===== config.mk =====
export PLATFORM = sky130hd
export DESIGN_NAME = mul_slice_seq_flat
export DESIGN_NICKNAME = d
export VERILOG_FILES = /design/src/rtl/mul_slice_seq_if.sv /design/src/rtl/mul_slice_seq.sv /design/src/flat_wrapper.sv
export SDC_FILE = /design/constraint.sdc
export NUM_CORES = 1
export LEC_CHECK = 0
export BUFFER_PORTS_ARGS = -buffer_cell sky130_fd_sc_hd__buf_2
export CAP_MARGIN = 30
export CORE_ASPECT_RATIO = 1.1
export CORE_MARGIN = 3
export CORE_UTILIZATION = 55
export CTS_CLUSTER_DIAMETER = 40
export DETAILED_ROUTE_END_ITERATION = 7
export GPL_TIMING_DRIVEN = 0
export PLACE_DENSITY_LB_ADDON = 0.08
export SYNTH_ARGS = -nofsm -noshare
export SYNTH_HDL_FRONTEND = slang
export SYNTH_SLANG_ARGS = --single-unit

===== constraint.sdc =====
create_clock -name clk -period 8.3 [get_ports clk]
set_input_delay 0.83 -clock clk [delete_from_list [all_inputs] [get_ports clk]]
set_output_delay 0.83 -clock clk [all_outputs]
set_load 0.02 [all_outputs]

===== src/rtl/mul_slice_seq_if.sv =====
`default_nettype none
// ============================================================================
// Module      : mul_slice_seq_if
// Description : Request/response and slice-datapath signals of the
//               multi-cycle multiply sequencer, bundled with modports.
//               master : execute stage plus the slice-product datapath
//               slave  : the sequencer itself
// Revision    : 1.0 - initial release
// ============================================================================
interface mul_slice_seq_if #(
    parameter int SLICE_W = 11
);
    // Request / response
    logic               start;
    logic               rdy;
    logic [1:0]         funct;
    logic [31:0]        rs1;
    logic [31:0]        rs2;
    logic               flush;
    logic               busy;
    logic               done;
    logic [31:0]        result;

    // Slice-product datapath
    logic               dp_en;
    logic [SLICE_W-1:0] dp_a;
    logic [SLICE_W-1:0] dp_b;
    logic [63:0]        dp_prod;

    modport master (
        output start, funct, rs1, rs2, flush, dp_prod,
        input  rdy, busy, done, result, dp_en, dp_a, dp_b
    );

    modport slave (
        input  start, funct, rs1, rs2, flush, dp_prod,
        output rdy, busy, done, result, dp_en, dp_a, dp_b
    );
endinterface
`default_nettype wire


===== src/rtl/mul_slice_seq.sv =====
`default_nettype none
// ============================================================================
// Module      : mul_slice_seq
// Description : Multi-cycle sequencer for the M-extension multiply. Converts
//               the operands to sign-magnitude, walks the 3x3 grid of 11-bit
//               magnitude slices through an external unsigned slice
//               multiplier, accumulates the shifted partial products, applies
//               the sign and returns the selected 32-bit half.
// Revision    : 1.0 - initial release
// ============================================================================
module mul_slice_seq #(
    parameter int SLICE_W   = 11,   // only 11 is supported (3 slices = 33 bits)
    parameter bit EARLY_OUT = 1'b0  // zero operand finishes without the full walk
) (
    input  wire logic      clk,
    input  wire logic      rst,
    mul_slice_seq_if.slave bus
);

    // ------------------------------------------------------------------------
    // Encodings and constants
    // ------------------------------------------------------------------------
    localparam logic [1:0] c_IDLE = 2'd0;
    localparam logic [1:0] c_CALC = 2'd1;
    localparam logic [1:0] c_FIX  = 2'd2;
    localparam logic [1:0] c_DONE = 2'd3;

    localparam logic [1:0] c_FN_MUL    = 2'b00;
    localparam logic [1:0] c_FN_MULH   = 2'b01;
    localparam logic [1:0] c_FN_MULHSU = 2'b10;

    localparam logic [3:0] c_LAST_K = 4'd8;

    // ------------------------------------------------------------------------
    // State and datapath registers
    // ------------------------------------------------------------------------
    logic [1:0]  r_state;
    logic [1:0]  w_next_state;
    logic [3:0]  r_k;
    logic [31:0] r_mag_a;
    logic [31:0] r_mag_b;
    logic        r_neg;
    logic [1:0]  r_funct;
    logic [63:0] r_acc;
    logic [31:0] r_result;

    // ------------------------------------------------------------------------
    // Operand conversion at accept time
    // ------------------------------------------------------------------------
    logic        w_signed_a;
    logic        w_signed_b;
    logic        w_neg_a;
    logic        w_neg_b;
    logic [31:0] w_mag_a_in;
    logic [31:0] w_mag_b_in;
    logic        w_accept;

    // MUL is handled as unsigned: its low half does not depend on signedness.
    assign w_signed_a = (bus.funct == c_FN_MULH) || (bus.funct == c_FN_MULHSU);
    assign w_signed_b = (bus.funct == c_FN_MULH);
    assign w_neg_a    = w_signed_a & bus.rs1[31];
    assign w_neg_b    = w_signed_b & bus.rs2[31];
    // -2^31 maps to 0x80000000, which is still a valid unsigned magnitude.
    assign w_mag_a_in = w_neg_a ? (~bus.rs1 + 32'd1) : bus.rs1;
    assign w_mag_b_in = w_neg_b ? (~bus.rs2 + 32'd1) : bus.rs2;
    assign w_accept   = (r_state == c_IDLE) && bus.start && !bus.flush;

    // ------------------------------------------------------------------------
    // Slice walk: k = 3*i + j, i selects the rs1 slice, j the rs2 slice
    // ------------------------------------------------------------------------
    logic [1:0]         w_i;
    logic [1:0]         w_j;
    logic [2:0]         w_ij;
    logic [5:0]         w_shift;
    logic [SLICE_W-1:0] w_slice_a;
    logic [SLICE_W-1:0] w_slice_b;
    logic [63:0]        w_term;
    logic [63:0]        w_signed_p;
    logic               w_zero_op;
    logic               w_unused_prod;

    function automatic logic [SLICE_W-1:0] f_slice(input logic [31:0] mag,
                                                   input logic [1:0]  idx);
        case (idx)
            2'd0:    f_slice = mag[SLICE_W-1:0];
            2'd1:    f_slice = mag[2*SLICE_W-1:SLICE_W];
            default: f_slice = {1'b0, mag[31:2*SLICE_W]};
        endcase
    endfunction

    // Map the step counter onto the (i, j) slice pair for this cycle.
    always_comb begin
        w_i = 2'd0;
        w_j = 2'd0;
        case (r_k)
            4'd0: begin w_i = 2'd0; w_j = 2'd0; end
            4'd1: begin w_i = 2'd0; w_j = 2'd1; end
            4'd2: begin w_i = 2'd0; w_j = 2'd2; end
            4'd3: begin w_i = 2'd1; w_j = 2'd0; end
            4'd4: begin w_i = 2'd1; w_j = 2'd1; end
            4'd5: begin w_i = 2'd1; w_j = 2'd2; end
            4'd6: begin w_i = 2'd2; w_j = 2'd0; end
            4'd7: begin w_i = 2'd2; w_j = 2'd1; end
            4'd8: begin w_i = 2'd2; w_j = 2'd2; end
            default: begin w_i = 2'd0; w_j = 2'd0; end
        endcase
    end

    assign w_slice_a = f_slice(r_mag_a, w_i);
    assign w_slice_b = f_slice(r_mag_b, w_j);
    assign w_ij      = {1'b0, w_i} + {1'b0, w_j};
    assign w_shift   = 6'(w_ij) * 6'(SLICE_W);
    // Top slices are 10 bits wide, so the largest term stays below 2^64.
    assign w_term    = 64'(bus.dp_prod[2*SLICE_W-1:0]) << w_shift;
    assign w_zero_op = (r_mag_a == 32'd0) || (r_mag_b == 32'd0);
    assign w_signed_p = r_neg ? (~r_acc + 64'd1) : r_acc;

    // Upper product bits are never produced by an 11x11 multiplier.
    assign w_unused_prod = ^bus.dp_prod[63:2*SLICE_W];

    // ------------------------------------------------------------------------
    // FSM: state register
    // ------------------------------------------------------------------------
    // Advance the sequencer state; reset overrides flush and everything else.
    always_ff @(posedge clk) begin
        if (rst) begin
            r_state <= c_IDLE;
        end else begin
            r_state <= w_next_state;
        end
    end

    // ------------------------------------------------------------------------
    // FSM: next-state logic
    // ------------------------------------------------------------------------
    // Flush returns to IDLE from anywhere and beats START in IDLE.
    always_comb begin
        w_next_state = r_state;
        if (bus.flush) begin
            w_next_state = c_IDLE;
        end else begin
            case (r_state)
                c_IDLE: begin
                    if (bus.start) begin
                        w_next_state = c_CALC;
                    end
                end
                c_CALC: begin
                    // Zero detection looks at the registered magnitudes in the
                    // first walk cycle, so a skipped operation still spends one
                    // cycle in CALC and finishes two edges after accept.
                    if (EARLY_OUT && (r_k == 4'd0) && w_zero_op) begin
                        w_next_state = c_FIX;
                    end else if (r_k == c_LAST_K) begin
                        w_next_state = c_FIX;
                    end
                end
                c_FIX:   w_next_state = c_DONE;
                c_DONE:  w_next_state = c_IDLE;
                default: w_next_state = c_IDLE;
            endcase
        end
    end

    // ------------------------------------------------------------------------
    // FSM: outputs
    // ------------------------------------------------------------------------
    // Decode handshake and datapath drive from the current state.
    always_comb begin
        bus.rdy    = (r_state == c_IDLE);
        bus.busy   = (r_state != c_IDLE);
        bus.done   = (r_state == c_DONE);
        bus.dp_en  = (r_state == c_CALC);
        bus.dp_a   = '0;
        bus.dp_b   = '0;
        bus.result = r_result;
        if (r_state == c_CALC) begin
            bus.dp_a = w_slice_a;
            bus.dp_b = w_slice_b;
        end
    end

    // ------------------------------------------------------------------------
    // Operand latch, accumulator, step counter and result register
    // ------------------------------------------------------------------------
    // Capture operands on accept, accumulate during CALC, commit in FIX.
    always_ff @(posedge clk) begin
        if (rst) begin
            r_k      <= 4'd0;
            r_mag_a  <= 32'd0;
            r_mag_b  <= 32'd0;
            r_neg    <= 1'b0;
            r_funct  <= c_FN_MUL;
            r_acc    <= 64'd0;
            r_result <= 32'd0;
        end else begin
            if (w_accept) begin
                r_k     <= 4'd0;
                r_mag_a <= w_mag_a_in;
                r_mag_b <= w_mag_b_in;
                r_neg   <= w_neg_a ^ w_neg_b;
                r_funct <= bus.funct;
                r_acc   <= 64'd0;
            end else if ((r_state == c_CALC) && !bus.flush) begin
                r_acc <= r_acc + w_term;
                r_k   <= r_k + 4'd1;
            end

            // A flushed operation never reaches the result register.
            if ((r_state == c_FIX) && !bus.flush) begin
                r_result <= (r_funct == c_FN_MUL) ? w_signed_p[31:0]
                                                  : w_signed_p[63:32];
            end
        end
    end

endmodule
`default_nettype wire


===== src/flat_wrapper.sv =====
// flat-port wrapper written by rule: the top's interface ports become plain ports
module mul_slice_seq_flat 
#(
    parameter int SLICE_W   = 11,                                               
    parameter bit EARLY_OUT = 1'b0                                                
)
  (clk, rst, bus_start, bus_funct, bus_rs1, bus_rs2, bus_flush, bus_dp_prod, bus_rdy, bus_busy, bus_done, bus_result, bus_dp_en, bus_dp_a, bus_dp_b);
  mul_slice_seq_if #(.SLICE_W(SLICE_W)) bus_i ();
  input  wire logic clk;
  input  wire logic rst;
  input wire logic [$bits(bus_i.start)-1:0] bus_start;
  input wire logic [$bits(bus_i.funct)-1:0] bus_funct;
  input wire logic [$bits(bus_i.rs1)-1:0] bus_rs1;
  input wire logic [$bits(bus_i.rs2)-1:0] bus_rs2;
  input wire logic [$bits(bus_i.flush)-1:0] bus_flush;
  input wire logic [$bits(bus_i.dp_prod)-1:0] bus_dp_prod;
  output wire logic [$bits(bus_i.rdy)-1:0] bus_rdy;
  output wire logic [$bits(bus_i.busy)-1:0] bus_busy;
  output wire logic [$bits(bus_i.done)-1:0] bus_done;
  output wire logic [$bits(bus_i.result)-1:0] bus_result;
  output wire logic [$bits(bus_i.dp_en)-1:0] bus_dp_en;
  output wire logic [$bits(bus_i.dp_a)-1:0] bus_dp_a;
  output wire logic [$bits(bus_i.dp_b)-1:0] bus_dp_b;
  assign bus_i.start = bus_start;
  assign bus_i.funct = bus_funct;
  assign bus_i.rs1 = bus_rs1;
  assign bus_i.rs2 = bus_rs2;
  assign bus_i.flush = bus_flush;
  assign bus_i.dp_prod = bus_dp_prod;
  assign bus_rdy = bus_i.rdy;
  assign bus_busy = bus_i.busy;
  assign bus_done = bus_i.done;
  assign bus_result = bus_i.result;
  assign bus_dp_en = bus_i.dp_en;
  assign bus_dp_a = bus_i.dp_a;
  assign bus_dp_b = bus_i.dp_b;
  mul_slice_seq #(.SLICE_W(SLICE_W), .EARLY_OUT(EARLY_OUT)) u_core (.clk(clk), .rst(rst), .bus(bus_i));
endmodule

Word level (Yosys, flattened, before mapping). Memory sizes are Yosys's and may differ from the RTL's. A register that Yosys moved wholly into a read port is not among the register bits. Index checks and enable logic that the tools add are counted.

$add $sub $neg: 6. Multipliers: 1. Divide/modulo/power cells: 0. Magnitude comparators: 0. Equality and inequality tests: 10. Shifts and indexed selects: 1. Muxes and demuxes: 13. Bitwise operators: 6. Reductions and logical operators: 14.

Operator list (number): two-way mux 32 bit (3); adder 32 x 1 -> 32 bit (second input constant) (2); adder 64 x 1 -> 64 bit (second input constant) (1); adder 64 bit (1); two-way mux 64 bit (1); NOT 32 bit (2); NOT 64 bit (1); left shift 22 x 6 -> 64 bit (1); one-hot mux 11 bit (2 select lines) (2); two-way mux 11 bit (2); equality test 2 x 1 -> 1 bit (second input constant) (4); logical NOT 2 bit (4); two-way mux 4 bit (2); one-hot mux 2 bit (4 select lines) (1); equality test 2 bit (second input constant) (3); multiplier 3 x 4 -> 6 bit (second input constant) (1); adder 4 x 1 -> 4 bit (second input constant) (1); equality test 4 bit (second input constant) (1); logical AND 1 bit (4); two-way mux 2 bit (2); OR reduction 2 bit (2); adder 2 x 2 -> 3 bit (1); bitwise AND 1 bit (2); inequality test 2 x 1 -> 1 bit (second input constant) (1); 6 further kinds (6).

Flip-flop bits (word level): 169. Latch bits: 0. Memory bits (writable): 0. Memory bits (read-only): 64. Bits of input ports: 134. Output and inout bits: 58. Logic and storage cells: 60. Memories kept: 1.

Memory list: (name not given) (depth 16, width 4, rd ports 1, clocked after Yosys merged registers in 1, write ports 0, RTL line mul_slice_seq.sv:95) `case (r_k)`.

Longest topological paths before layout. Gate-level depths: netlist (run 1).

Depth in word-level cells: 5. Gate-level depth with buffers: 27. Gate-level depth less buffers: 25.

Worst setup path before layout (run 1). Ideal clock, no wire load.

Kind: reg-to-reg. Start: reg u_core.w_i[1] (netlist name). End: reg u_core.r_acc[60]. Library setup time: 0.126 ns. Arrival time: 5.707 ns. Required time: 8.174 ns. Setup slack: 2.468 ns. Cell stages (with the launch flop): 25. Path buffers: 3. Clock period less this slack: 5.832 ns. Path through: dfxtp_1 > inv_1 > clkbuf_1 > fa_1 > inv_1 > ha_1 > ha_1 > clkbuf_1 > clkbuf_1 > mux2_2 > o21ai_0 > nor2_1 > nor2_1 > nor2_1 > ha_1 > o21ai_0 > o21ai_1 > o31a_1 > a221oi_1 > a21bo_2 > a211oi_1 > o21ai_1 > a221oi_1 > xor2_1 > o21ai_1.

Word-level cells in the longest chain between the ends: 4.

RTL lines: adder 2 x 2 -> 3 bit (RTL line mul_slice_seq.sv:111) `assign w_ij = {1'b0, w_i} + {1'b0, w_j};`; multiplier 3 x 4 -> 6 bit (RTL line mul_slice_seq.sv:112) `assign w_shift = 6'(w_ij) * 6'(SLICE_W);`; left shift 22 x 6 -> 64 bit (RTL line mul_slice_seq.sv:114) `assign w_term = 64'(bus.dp_prod[2*SLICE_W-1:0]) << w_shift;`; adder 64 bit (RTL line mul_slice_seq.sv:205) `r_acc <= r_acc + w_term;`; end signal, assigned (RTL line mul_slice_seq.sv:205); end, declared (RTL line mul_slice_seq.sv:44) `logic [63:0] r_acc;`.

Every way passes these cells. A chain may end at the register's enable or synchronous reset.

Worst setup path in the final report (run 1).
Start: reg u_core.w_j[1] (netlist name). End: reg u_core.r_acc[57].

Word-level cells in the longest chain between the ends: 4.

RTL lines (RTL line): adder 2 x 2 -> 3 bit (mul_slice_seq.sv:111); multiplier 3 x 4 -> 6 bit (mul_slice_seq.sv:112); left shift 22 x 6 -> 64 bit (mul_slice_seq.sv:114); adder 64 bit (mul_slice_seq.sv:205).

Every way passes these cells.

==> impl_metrics.ini, run 1 <==
[status]
status = complete, no violations

[global_routing]
grt_max_degree = 19
overflow = 0
grt_pass1_vias = 15500
gr-usage-all-layers_pct = 35.6
antenna_found_initial = 0
grt_pass1_wl_mm = 82.9

[logic_synthesis]
synth_seq_cells = 173
yosysWarnings = 0
synthArstFlopShare_pct = 0
syn_area_um2 = 15100
synth_area_leaders = dfxtp_1 (23%), nand2_1 (8.7%), ha_1 (7.0%), o21ai_0 (5.9%), a21oi_1 (5.8%)
synth_common_cells = nand2_1 (350), nor2_1 (204), o21ai_0 (177)
seq_area_frac_synth_pct = 23.0
synth_cell_types = 84
synth_top_area_share_pct = 23.0
avgSynthCellArea_um2 = 7.22
ys.flop_type = dfxtp_1
synth_cells = 2089
synth_most_common_cell = nand2_1
synth_edf_count = 0
synth.largest_area_cell = dfxtp_1
syn-num-nets = 2311

[pwr]
switching_share_pct = 35.2
switchingPower_w = 0.000788
p_seq_share_pct = 39.0
p_int_w = 0.00145
comb_power_share_pct = 24.5
power.leakage_nw = 6.93
vdd_drop_max_mv = 0.130
pwr-share-clk_pct = 36.5
power_density_nw_per_um2 = 133

[clocking]
cts_setup_buffers = 0
root_buffer = clkbuf_16
clk_path_buf_depth = 2
cts_sinks = 173
path_clk_slew_ns = 0.08
cts_buffers = 17
htreeDepth = 4
ctsHoldBuffers = 0
insertion_delay_ns = 0.46
cts.repair.resized = 0
cts_tree = built

[min_path]
hold_path.class = flip-flop to flip-flop
min_from = u_core.bus.result[13]$_SDFFE_PP0P_

[timing]
final_hold_viol_count = 0
hold_ws_ns = 0.445
grt_setup_unrepaired = no
setup-violations-final = 0
fin_crit_sh_pct = 91.6
relSlewSlack_pct = 40.0
period_minus_slack_ns = 7.60
tns_ns = 0
finClkSkew_ns = 0.0125
slew_violations = 0
finalWorstSetupSlack_ns = 0.701
max_freq_ghz = 0.132
worst_pin_slew_ns = 0.894

[critical_path]
endpoint_kind = flip-flop
cp.required_ns = 8.70
path_class = flip-flop to flip-flop
path_max_fanout = 10
crit_arrival_ns = 8.00
crit_start = u_core.w_j[1]$_DFF_P_
r2r-start = u_core.w_j[1]$_DFF_P_
cp-start-kind = flip-flop

[floorplanning]
rows = 62
initial_core_util_pct = 56.9
die_x_um = 164
die_y_um = 180
die_area_um2 = 29500
core_um2 = 26500
ios = 192

[route]
first_pass_iters = 6
vias = 16600
drt_wl_total_mm = 54.4
drc_errors = 0
antenna_left = 0
post_drt_wl_per_cell_um = 20.7
dr.first_iter.drc_count = 1701
vias_per_cell = 6.31

[placement]
dp_worst_setup_slack_ns = 0.856
gp_congestion = 1.04
dpl_cell_area_um2 = 16300
io_buffers = 149
dp_hpwl_mm = 43.8

[finish]
fillers = 2534
stdcell_area_um2 = 16900
multi_input_area_um2 = 11000
antennaDiodeCount = 0
syn2layout_area_growth_pct = 11.8
drive_gt1_share_pct = 10.6
fin_util_pct = 63.5
fin_nets = 2479
register_area_um2 = 3460

[job]
drv_cap = 0
metal layers:
metal | part of all wire (%) | wire, um | GRT usage [%] | vias up
met4 | 6.9 | 3760 | 21.8 | 0
met1 | 40 | 21600 | 44.1 | 7681
met2 | 46 | 25100 | 58.7 | 811
met3 | 7.1 | 3880 | 3.84 | 189
met5 | 0 | 0 | 0 | -
li1 | - | - | - | 7869
flip-flops by register name, summed over array words and instances, names as in the netlist:
register / cells
u_core.r_funct: 2
u_core.bus.result: 32
u_core.r_k: 4
u_core.r_mag_b: 32
u_core.r_neg: 1
u_core.w_i: 2
u_core.w_j: 2
u_core.r_acc: 64
u_core.r_state: 2
u_core.r_mag_a: 32
metrics by stage:
step           power, W  std cells
2_1_floorplan   0.00125       2089
3_3_place_gp    0.00142       2590
3_5_place_dp    0.00143       2590
4_1_cts         0.00223       2622
5_1_grt         0.00233       2622
6_report        0.00224       2622
final timing paths:
kind / slack (ns) / cells after the start / end
setup / recovery: 0.70 / 26 / u_core.r_acc[57]$_SDFFE_PP0P_
hold / removal: 0.44 / 2 / u_core.bus.result[13]$_SDFFE_PP0P_
setup reg to reg: 0.70 / 26 / u_core.r_acc[57]$_SDFFE_PP0P_
hold reg to reg: 0.44 / 2 / u_core.bus.result[13]$_SDFFE_PP0P_
cells in the final DEF, fill, tap and decap left out, types with 14 or more instances in the layout:
cell         n
nand2b_1    15
a211oi_1    20
a21o_1      29
ha_1        85
nand4_1     17
and2_1      16
nor4_1      21
dfxtp_1    173
and3_1      14
nor2b_1     18
a31oi_1     17
nor2_1     204
mux2i_1     57
xnor2_1     82
buf_2      153
o21ai_1     30
xor2_1      59
or3_1       25
clkbuf_16   17
o31ai_1     17
a21oi_1    174
inv_1       44
nand2_1    350
o22ai_1     22
o21ai_0    177
nand3_1     31
clkbuf_1   103
o211a_1     21
o21bai_1    17
nor3_1      41
critical path, stage by stage, from the launching register on:
cell and delay [ns]:
dfxtp_1 0.31, inv_1 0.11, clkbuf_1 0.49, fa_1 0.50
inv_1 0.15, ha_1 0.21, buf_1 0.43, clkbuf_1 0.47
clkbuf_1 0.43, o21ai_0 0.20, and2_1 0.25, nand2_1 0.08
o21ai_0 0.11, o21ai_0 0.59, nor2_1 0.13, ha_1 0.31
clkbuf_1 0.26, and3_1 0.24, nand2_1 0.07, o21bai_1 0.17
a221oi_1 0.76, a221o_1 0.30, or2_1 0.12, o21a_1 0.21
a21boi_1 0.15, or4_1 0.41, nand3_1 0.08
power groups by stage:
stage / clock [W] / combinational [W] / sequential [W]
detailed placement: 0 / 0.000533 / 0.000893
floorplan: 0 / 0.000362 / 0.000886
global placement: 0 / 0.000528 / 0.000892
CTS: 0.000819 / 0.000535 / 0.000874
finish: 0.000818 / 0.000550 / 0.000874
global route: 0.000860 / 0.000593 / 0.000876
layout make-up:
class                      count  share of cell area (%)
multi-input combinational   1756                    65.3
timing repair buffer         149                    4.42
sequential                   173                    20.5
clock buffer                  18                    2.60
buffer                       116                    2.63
clock inverter                14                   0.876
tap                          352                    2.61
inverter                      44                   0.980
logic make-up (layout without fill, tap and decap cells):
kind of cell	count (synthesis)	in the layout	synth area share, %
xor gates and xnor gates	141	141	8.19
buffers and inverters	160	341	4.04
and+or+nand+nor	807	807	24.5
adders and majority gates	88	88	7.45
DFF	173	173	23.0
AOI/OAI and AO/OA	639	639	26.4
muxes	81	81	6.47
Power figures use the tool's default switching activity.
==> run 2, diff against run 1 <==
- CELL_PAD_IN_SITES_DETAIL_PLACEMENT: not set -> 1
- CELL_PAD_IN_SITES_GLOBAL_PLACEMENT: not set -> 2
- CORE_UTILIZATION: 55 -> 34
- RECOVER_POWER: not set -> 100
- REMOVE_ABC_BUFFERS: not set -> 1
==> run 2 against run 1 <==
  * The run now ends with max-capacitance violations, max-slew violations left
  * Critical path type unchanged
  * Clock power grew 3.8%
  * Sequential share of layout area shrank 0.076 points
  * Final area grew 0.41%
  * Critical endpoint unchanged
  * Largest power group unchanged
  * Sequential power is essentially flat
  * Largest cell class unchanged
==> impl_metrics.ini, run 2 (synthesis results as in run 1) <==
[status]
status = finished with violations
violations = max-capacitance violations, max-slew violations

[timing]
grt_setup_unrepaired = no
worst_pin_slew_ns = 2.53
setup-violations-final = 0
relSlewSlack_pct = -69.6
slew_violations = 104
finClkSkew_ns = 0.0158
period_minus_slack_ns = 7.76
fin_crit_sh_pct = 93.5
tns_ns = 0
final_hold_viol_count = 0
max_freq_ghz = 0.129

[pwr]
fin_total_pwr_w = 0.00225
power.leakage_nw = 6.66
power_density_nw_per_um2 = 133
vdd_drop_max_mv = 0.126

[route]
drc_errors = 0
post_drt_wl_per_cell_um = 21.4
vias_per_cell = 5.67
vias = 15600
dr.first_iter.drc_count = 781
first_pass_iters = 5
antenna_left = 0
drt_wl_total_mm = 58.8

[min_path]
hold_path.class = flip-flop to flip-flop

[global_routing]
grt_pass1_wl_mm = 90.6
grt_pass1_vias = 15900
gr-usage-all-layers_pct = 25.0
grt_max_degree = 58
antenna_found_initial = 9
overflow = 0

[clocking]
htreeDepth = 4
cts_sinks = 173
insertion_delay_ns = 0.49
clk_path_buf_depth = 2
cts_buffers = 17
root_buffer = clkbuf_16
cts_tree = built
path_clk_slew_ns = 0.07
cts_setup_buffers = 0
ctsHoldBuffers = 0

[critical_path]
cp-start-kind = flip-flop
crit_arrival_ns = 8.18
endpoint_kind = flip-flop
path_class = flip-flop to flip-flop
path_max_fanout = 23
cp.required_ns = 8.72

[job]
drv_cap = 3

[finish]
layout_commonest_cell = nand2_1
drive_gt1_share_pct = 8.70
regMostFlops = u_core.r_acc
fin_nets = 2382
layout_common_cells = nand2_1 (350), nor2_1 (204), o21ai_0 (189)
fin_util_pct = 38.8
largest_reg_flops = 64
syn2layout_area_growth_pct = 12.2

[floorplanning]
initial_core_util_pct = 34.6
die_x_um = 207
core_um2 = 43600
ios = 192
die_y_um = 227
die_area_um2 = 46900
rows = 80

[placement]
dp_hpwl_mm = 47.3
io_buffers = 149
gp_congestion = 0.876
run 2: changes by cell type in the layout (fill, tap and decap cells not counted), moves of 5 or more:
cell	delta
buf_2	-62
clkbuf_1	-43
o21ai_0	+12
o21ai_1	-12
buf_1	-8
diode_2	+7
buf_16	+5
buf_8	+5
run 2: worst max-delay path, cell delays in order, from the launching register on:
cell and delay (ns):
dfxtp_1 0.81, ha_1 0.26, inv_1 0.05, fa_1 0.47
inv_1 0.09, ha_1 0.33, ha_1 0.20, inv_1 0.06
fa_1 0.98, buf_8 0.25, inv_1 0.24, nor2_1 0.18
a21oi_1 0.07, o21ai_1 0.52, nor2_1 0.09, ha_1 0.42
and3_1 0.23, nand2_1 0.08, o21bai_1 0.18, a221oi_1 0.84
a221o_1 0.31, or2_1 0.12, o21a_1 0.23, a21boi_1 0.17
or4_1 0.42, nand3_1 0.07
run 2: path summary, 6_finish.rpt:
path | start | to | slack [ns] | cells past startpoint
setup / recovery | u_core.w_j[0]$_SDFF_PP0_ | u_core.r_acc[57]$_SDFFE_PP0P_ | 0.54 | 25
hold / removal | u_core.r_mag_b[14]$_SDFFE_PP0P_ | u_core.r_mag_b[14]$_SDFFE_PP0P_ | 0.45 | 2
setup reg to reg | u_core.w_j[0]$_SDFF_PP0_ | u_core.r_acc[57]$_SDFFE_PP0P_ | 0.54 | 25
hold reg to reg | u_core.r_mag_b[14]$_SDFFE_PP0P_ | u_core.r_mag_b[14]$_SDFFE_PP0P_ | 0.45 | 2
run 2: area by class of cell:
type | instances | area, um2
Antenna cell | 7 | 17.5
Clock buffer | 19 | 453
Clock inverter | 13 | 138
Fill cell | 5554 | 26700
Inverter | 44 | 165
Multi-Input combinational cell | 1756 | 11000
Sequential cell | 173 | 3460
Tap cell | 574 | 718
Timing Repair Buffer | 168 | 1000
run 2: power breakdown:
group | total, W | internal (W) | switching, W
logic | 0.000523 | 0.000181 | 0.000342
clock network | 0.000849 | 0.000460 | 0.000390
registers | 0.000876 | 0.000854 | 0.0000215
total | 0.00225 | 0.00149 | 0.000753
run 2: stage by stage:
step,setup WS (ns),cells,cell area [um2],hold WS (ns)
2_1_floorplan,1.68,1973,14600,0.420
3_3_place_gp,-0.797,2696,16100,0.429
3_5_place_dp,0.363,2714,16500,0.441
4_1_cts,0.344,2746,17100,0.453
5_1_grt,0.0377,2751,16900,0.475
6_report,0.540,2754,16900,0.453
run 2: timing repair:
item                                    4_1_cts  5_1_grt
endpoints found under the hold margin         0        0
resized for setup                             0        1
endpoints found under the setup margin        0        5
run 2: per-layer routing:
layer	track usage, %	wire, um	up-vias	part of all wire, %
met2	44.2	29100	240	49
met1	30.5	25800	7632	44
met4	8.77	1860	4	3.2
li1	-	-	7681	-
met5	0	27	-	0.046
met3	4.56	1990	70	3.4
